==> config.mk <==
export PLATFORM = sky130hd
export DESIGN_NAME = disp_refresh_sched_flat
export DESIGN_NICKNAME = d
export VERILOG_FILES = /design/src/rtl/disp_refresh_sched_if.sv /design/src/rtl/disp_refresh_sched.sv /design/src/flat_wrapper.sv
export SDC_FILE = /design/constraint.sdc
export NUM_CORES = 1
export LEC_CHECK = 0
export CAP_MARGIN = 20
export CORE_UTILIZATION = 46
export DETAILED_ROUTE_END_ITERATION = 8
export HOLD_SLACK_MARGIN = 0.12
export PLACE_DENSITY = 0.78
export SETUP_SLACK_MARGIN = 0.15
export SLEW_MARGIN = 10
export SYNTH_ARGS = -nofsm -noshare
export SYNTH_HDL_FRONTEND = slang
export SYNTH_SLANG_ARGS = --single-unit
==> constraint.sdc <==
create_clock -name clk -period 2.3 [get_ports clk]
set_input_delay 0.46 -clock clk [delete_from_list [all_inputs] [get_ports clk]]
set_output_delay 0.46 -clock clk [all_outputs]
set_load 0.01 [all_outputs]
==> src/rtl/disp_refresh_sched_if.sv <==
// Serializer-side bus of the display refresh scheduler: frame launch, payload and completion.
interface disp_refresh_sched_if;
  logic        p2s_start;
  logic [63:0] p2s_data;
  logic [6:0]  p2s_len;
  logic        p2s_sel;
  logic        p2s_busy;
  logic        p2s_finish;

  modport master (
    output p2s_start, p2s_data, p2s_len, p2s_sel,
    input  p2s_busy, p2s_finish
  );

  modport slave (
    input  p2s_start, p2s_data, p2s_len, p2s_sel,
    output p2s_busy, p2s_finish
  );
endinterface

==> src/rtl/disp_refresh_sched.sv <==
// Round-robin refresh scheduler sharing one serializer between LED and seven-segment frames.
// Optional macro DISP_CHANGE_DETECT_EN: also refresh a channel whenever its input changes.
module disp_refresh_sched #(
  parameter int unsigned REFRESH_CYCLES = 10000000,
  parameter int unsigned TIMEOUT_CYCLES = 4096
) (
  input  logic                        clk,
  input  logic                        rst_n,
  input  logic [15:0]                 led,
  input  logic [63:0]                 segment,
  disp_refresh_sched_if.master        bus,
  output logic                        sched_busy,
  output logic                        err_timeout
);
  localparam int RW = $clog2(REFRESH_CYCLES);
  localparam int TW = $clog2(TIMEOUT_CYCLES);

  typedef enum logic [1:0] {IDLE, LOAD, START, WAIT} state_t;

  state_t        state, state_nxt;
  logic [RW-1:0] timer;
  logic          tick;
  logic [TW-1:0] to_cnt;
  logic [1:0]    pend, set, clr, chg, req;
  logic          grant, grant_nxt, last_grant;
  logic          start_pulse, to_hit;
  logic [63:0]   data_q;
  logic [6:0]    len_q;
  logic          sel_q;

  // free-running refresh timer
  assign tick = (timer == RW'(REFRESH_CYCLES - 1));

  always_ff @(posedge clk or negedge rst_n) begin
    if (!rst_n)    timer <= '0;
    else if (tick) timer <= '0;
    else           timer <= timer + 1'b1;
  end

`ifdef DISP_CHANGE_DETECT_EN
  logic [15:0] shadow_led;
  logic [63:0] shadow_seg;

  // a channel's own load refreshes its shadow, so its compare is masked that cycle
  assign chg[0] = (led != shadow_led)     && !(state == LOAD && grant == 1'b0);
  assign chg[1] = (segment != shadow_seg) && !(state == LOAD && grant == 1'b1);

  always_ff @(posedge clk or negedge rst_n) begin
    if (!rst_n) begin
      shadow_led <= '0;
      shadow_seg <= '0;
    end else if (state == LOAD) begin
      if (grant) shadow_seg <= segment;
      else       shadow_led <= led;
    end
  end
`else
  assign chg = 2'b00;
`endif

  assign set = {2{tick}} | chg;
  assign clr = {(state == LOAD) && grant, (state == LOAD) && !grant};
  // set events are visible to the grant in the same cycle they occur
  assign req = pend | set;
  assign grant_nxt = (&req) ? ~last_grant : req[1];

  always_ff @(posedge clk or negedge rst_n) begin
    if (!rst_n) pend <= 2'b11;
    else        pend <= set | (pend & ~clr);
  end

  always_ff @(posedge clk or negedge rst_n) begin
    if (!rst_n) state <= IDLE;
    else        state <= state_nxt;
  end

  always_comb begin
    state_nxt   = state;
    start_pulse = 1'b0;
    to_hit      = 1'b0;
    case (state)
      IDLE:  if (|req) state_nxt = LOAD;
      LOAD:  state_nxt = START;
      START: if (!bus.p2s_busy) begin
               start_pulse = 1'b1;
               state_nxt   = WAIT;
             end
      WAIT:  if (bus.p2s_finish) begin
               state_nxt = IDLE;
             end else if (to_cnt == TW'(TIMEOUT_CYCLES - 1)) begin
               to_hit    = 1'b1;
               state_nxt = IDLE;
             end
      default: state_nxt = IDLE;
    endcase
  end

  always_ff @(posedge clk or negedge rst_n) begin
    if (!rst_n) begin
      grant       <= 1'b0;
      last_grant  <= 1'b1;
      to_cnt      <= '0;
      err_timeout <= 1'b0;
      data_q      <= '0;
      len_q       <= '0;
      sel_q       <= 1'b0;
    end else begin
      if (state == IDLE && |req) grant <= grant_nxt;
      to_cnt      <= (state == WAIT) ? to_cnt + 1'b1 : '0;
      err_timeout <= err_timeout | to_hit;
      // the frame and pin steering are frozen outside LOAD
      if (state == LOAD) begin
        last_grant <= grant;
        if (grant) begin
          data_q <= segment;
          len_q  <= 7'd64;
          sel_q  <= 1'b1;
        end else begin
          data_q <= {48'h0, led};
          len_q  <= 7'd16;
          sel_q  <= 1'b0;
        end
      end
    end
  end

  assign bus.p2s_start = start_pulse;
  assign bus.p2s_data  = data_q;
  assign bus.p2s_len   = len_q;
  assign bus.p2s_sel   = sel_q;
  assign sched_busy    = (state != IDLE);
endmodule

==> src/flat_wrapper.sv <==
// flat-port wrapper written by rule: the top's interface ports become plain ports
module disp_refresh_sched_flat 
#(
  parameter int unsigned REFRESH_CYCLES = 10000000,
  parameter int unsigned TIMEOUT_CYCLES = 4096
)
  (clk, rst_n, led, segment, sched_busy, err_timeout, bus_p2s_start, bus_p2s_data, bus_p2s_len, bus_p2s_sel, bus_p2s_busy, bus_p2s_finish);
  disp_refresh_sched_if bus_i ();
  input  logic clk;
  input  logic rst_n;
  input  logic [15:0] led;
  input  logic [63:0] segment;
  output logic sched_busy;
  output logic err_timeout;
  output wire logic [$bits(bus_i.p2s_start)-1:0] bus_p2s_start;
  output wire logic [$bits(bus_i.p2s_data)-1:0] bus_p2s_data;
  output wire logic [$bits(bus_i.p2s_len)-1:0] bus_p2s_len;
  output wire logic [$bits(bus_i.p2s_sel)-1:0] bus_p2s_sel;
  input wire logic [$bits(bus_i.p2s_busy)-1:0] bus_p2s_busy;
  input wire logic [$bits(bus_i.p2s_finish)-1:0] bus_p2s_finish;
  assign bus_p2s_start = bus_i.p2s_start;
  assign bus_p2s_data = bus_i.p2s_data;
  assign bus_p2s_len = bus_i.p2s_len;
  assign bus_p2s_sel = bus_i.p2s_sel;
  assign bus_i.p2s_busy = bus_p2s_busy;
  assign bus_i.p2s_finish = bus_p2s_finish;
  disp_refresh_sched #(.REFRESH_CYCLES(REFRESH_CYCLES), .TIMEOUT_CYCLES(TIMEOUT_CYCLES)) u_core (.clk(clk), .rst_n(rst_n), .led(led), .segment(segment), .bus(bus_i), .sched_busy(sched_busy), .err_timeout(err_timeout));
endmodule
==> metrics.cfg <==
[outcome]
status = complete, no violations

[clock_network]
cts_buffers = 9
root_buffer = clkbuf_8
clock_latency_ns = 0.36
clockBufferDepth = 2
cts_tree = done
clk_pin_slew_worst_paths_ns = 0.11
htree_levels = 3
cts.sinks = 109

[critical_path]
path_buf_inv = 0
critPathCaptureType = register
crit_type = register to register
worst-r2r-setup-slack_ns = 0.29
crit_family = simple AND/OR/NAND/NOR gates
max_stage_delay_ns = 0.53
arrival_ns = 2.26
cp_slowest_cell = or4_4
worstReg2RegEnd = u_core.timer[1]$_DFF_PN0_
worstPathCellList = ha_1 -> nand2_1 -> or4_4 -> nor2_4 -> and2b_1
cp-start-kind = register
path_max_fanout = 13
r2r-start = u_core.timer[0]$_DFF_PN0_
crit_required_ns = 2.55
worstRegToRegCells = 5

[finish]
drive_gt1_share_pct = 5.95
area_growth_pct = 38.3
nets = 740
final_cells = 791
antenna_cells = 0

[placement]
dp.cells = 772
io_buffers = 153
globalplace.congestion = 0.785
dp_hpwl_mm = 7.54

[logic_synthesis]
synth.avg_cell_area_um2 = 9.83
synth.most_common_cell = dfrtp_1
synthXorXnorAreaFrac_pct = 4.47
synthTopCellsByCount = dfrtp_1 (106), nand2_1 (62), inv_1 (58), o21ai_0 (58), nor2_1 (27)
syn-cell-area_mm2 = 0.00490
ys_seq_elements = 109
synth_top_family_by_area = simple AND/OR/NAND/NOR gates
synth_cells = 498
synth_top_area_share_pct = 54.2
synth_largest_area_cell = dfrtp_1
async_flop_share_pct = 100
synthTopCellsByArea = dfrtp_1 (54%), o21ai_0 (5.9%), nand2_1 (4.8%)
ys_warn_count = 0
synth.distinct_cells = 47
synth_mux_area_share_pct = 3.68
synth_compound_area_share_pct = 10.3
yosys.area_share.simple_pct = 17.1
synth-main-ff-cell = dfrtp_1
synth_edf_count = 0
yosysSeqAreaShare_pct = 55.8
yosys.area_share.adder_pct = 1.53

[routing]
viasPerCell = 4.95
avgRoutedWirePerCell_um = 13.8
drtIter0Drc = 196
first_pass_iters = 4
drcViolationCount = 0
ant_nets = 0
vias = 3915
drt-total-wl_mm = 10.9

[timing]
relSlewSlack_pct = 60.7
slew_violations = 0
finalCritPeriodShare_pct = 87.5
rsz0062_at_grt = no
tightest_slew_ns = 0.585
tns_ns = 0
finalCriticalPeriod_ns = 2.01
finalHoldViolations = 0
setup_viol = 0
fin_hold_ws_ns = 0.167
finClkSkew_ns = 0.0184
fmax_mhz = 497

[global_routing]
grt_pass1_vias = 3934
grt_overflow_total = 0
grt_max_degree = 110
grt_first_pass_wirelength_mm = 18.6
grt_use_total_pct = 20.8
grt_antenna_before_repair = 0

[pwr]
p_total_mw = 4.57
powerDensity_mw_per_mm2 = 675
ir_worst_vdd_uv = 468
leakage_nw = 2.80

[floorplan]
io_pins = 159
initial_core_util_pct = 47.4
row_count = 37
die_x_um = 105
dieHeight_um = 105
fp.dieArea_mm2 = 0.0111
core_area_mm2 = 0.0103

[flow_run]
max-cap-violations = 0

[hold_path]
worstHoldPathType = input pin to asynchronous set/reset pin

-- metrics by stage --
stage          setup slack [ns]  cell area [um2]  util [%]
2_1_floorplan             0.595             4910         -
3_3_place_gp              0.291             6550      63.5
3_5_place_dp              0.301             6550      63.5
4_1_cts                   0.111             6740      65.3
5_1_grt                   0.186             6770      65.6
6_report                  0.286             6770      65.6
-- routing by layer --
layer,up-vias,track usage (%),part of all wire [%]
met5,-,0,0
met4,0,5.43,1.2
met3,13,4.49,6.2
met2,142,35.5,48
met1,1826,26.6,44
li1,1934,-,-
-- report_power, final --
part / internal, mW / switching, mW / total, mW / leakage, nW
registers: 2.09 / 0.0963 / 2.19 / 1.44
logic: 0.647 / 0.648 / 1.29 / 1.26
clock network: 0.435 / 0.656 / 1.09 / 0.0974
total: 3.17 / 1.40 / 4.57 / 2.80
-- cell type report --
cell class / instances / area, um2
Clock buffer: 10 / 138
Sequential cell: 109 / 2730
Inverter: 58 / 218
Fill cell: 816 / 3550
Timing Repair Buffer: 161 / 1620
Clock inverter: 6 / 45.0
Tap cell: 136 / 170
Multi-Input combinational cell: 311 / 1850
-- logic make-up after synthesis --
family          after synthesis
simple gates                165
compound gates               92
fa+ha+maj                     6
xor+xnor                     25
buf+inv                      82
other cells                   1
mux                          18
flops                       109
-- flip-flops by register name, indices dropped and copies added, names as in the netlist --
name	flops
u_core.timer	24
u_core.err_timeout	1
u_core.pend	2
u_core.last_grant	1
u_core.state	2
u_core.bus.p2s_len	2
u_core.grant	1
u_core.bus.p2s_data	64
u_core.to_cnt	12
-- layout by cell type, fill, tap and decap left out, drive strengths merged, types with 4 or more instances in the layout --
cell	synthesis	routed
or3	5	5
nand3	20	20
a21oi	19	19
inv	58	61
o21ai	58	58
nor4	5	5
nor2b	4	4
mux2i	18	18
xnor2	13	13
nor3	11	11
dfrtp	106	106
nor2	28	28
clkbuf	12	10
xor2	12	12
conb	1	5
a21o	4	4
nand4	4	4
ha	6	6
and3	4	4
nand2	62	62
buf	12	9
and2	9	9
clkdlybuf4s50	0	150
-- what timing repair did --
item,CTS,global route
endpoints found under the setup margin,2,1
gates resized for setup,2,2
pin swaps,0,0
setup buffers,1,2
hold buffers,0,0
-- worst max path at each step --
| stage | cells after the start | end | startpoint | slack, ns |
|---|---|---|---|---|
| detailed placement | 5 | u_core.timer[1]$_DFF_PN0_ | u_core.timer[0]$_DFF_PN0_ | 0.30 |
| finish | 5 | u_core.timer[1]$_DFF_PN0_ | u_core.timer[0]$_DFF_PN0_ | 0.29 |
| CTS | 4 | sched_busy | u_core.state[1]$_DFFE_PN0P_ | 0.11 |
| global placement | 3 | bus_p2s_start | bus_p2s_busy | 0.29 |
| floorplan | 8 | u_core.bus.p2s_data[47]$_DFFE_PN0N_ | u_core.state[1]$_DFFE_PN0P_ | 0.60 |
| global route | 5 | u_core.timer[1]$_DFF_PN0_ | u_core.timer[0]$_DFF_PN0_ | 0.19 |
No activity file was read; power rests on OpenSTA's default activity.
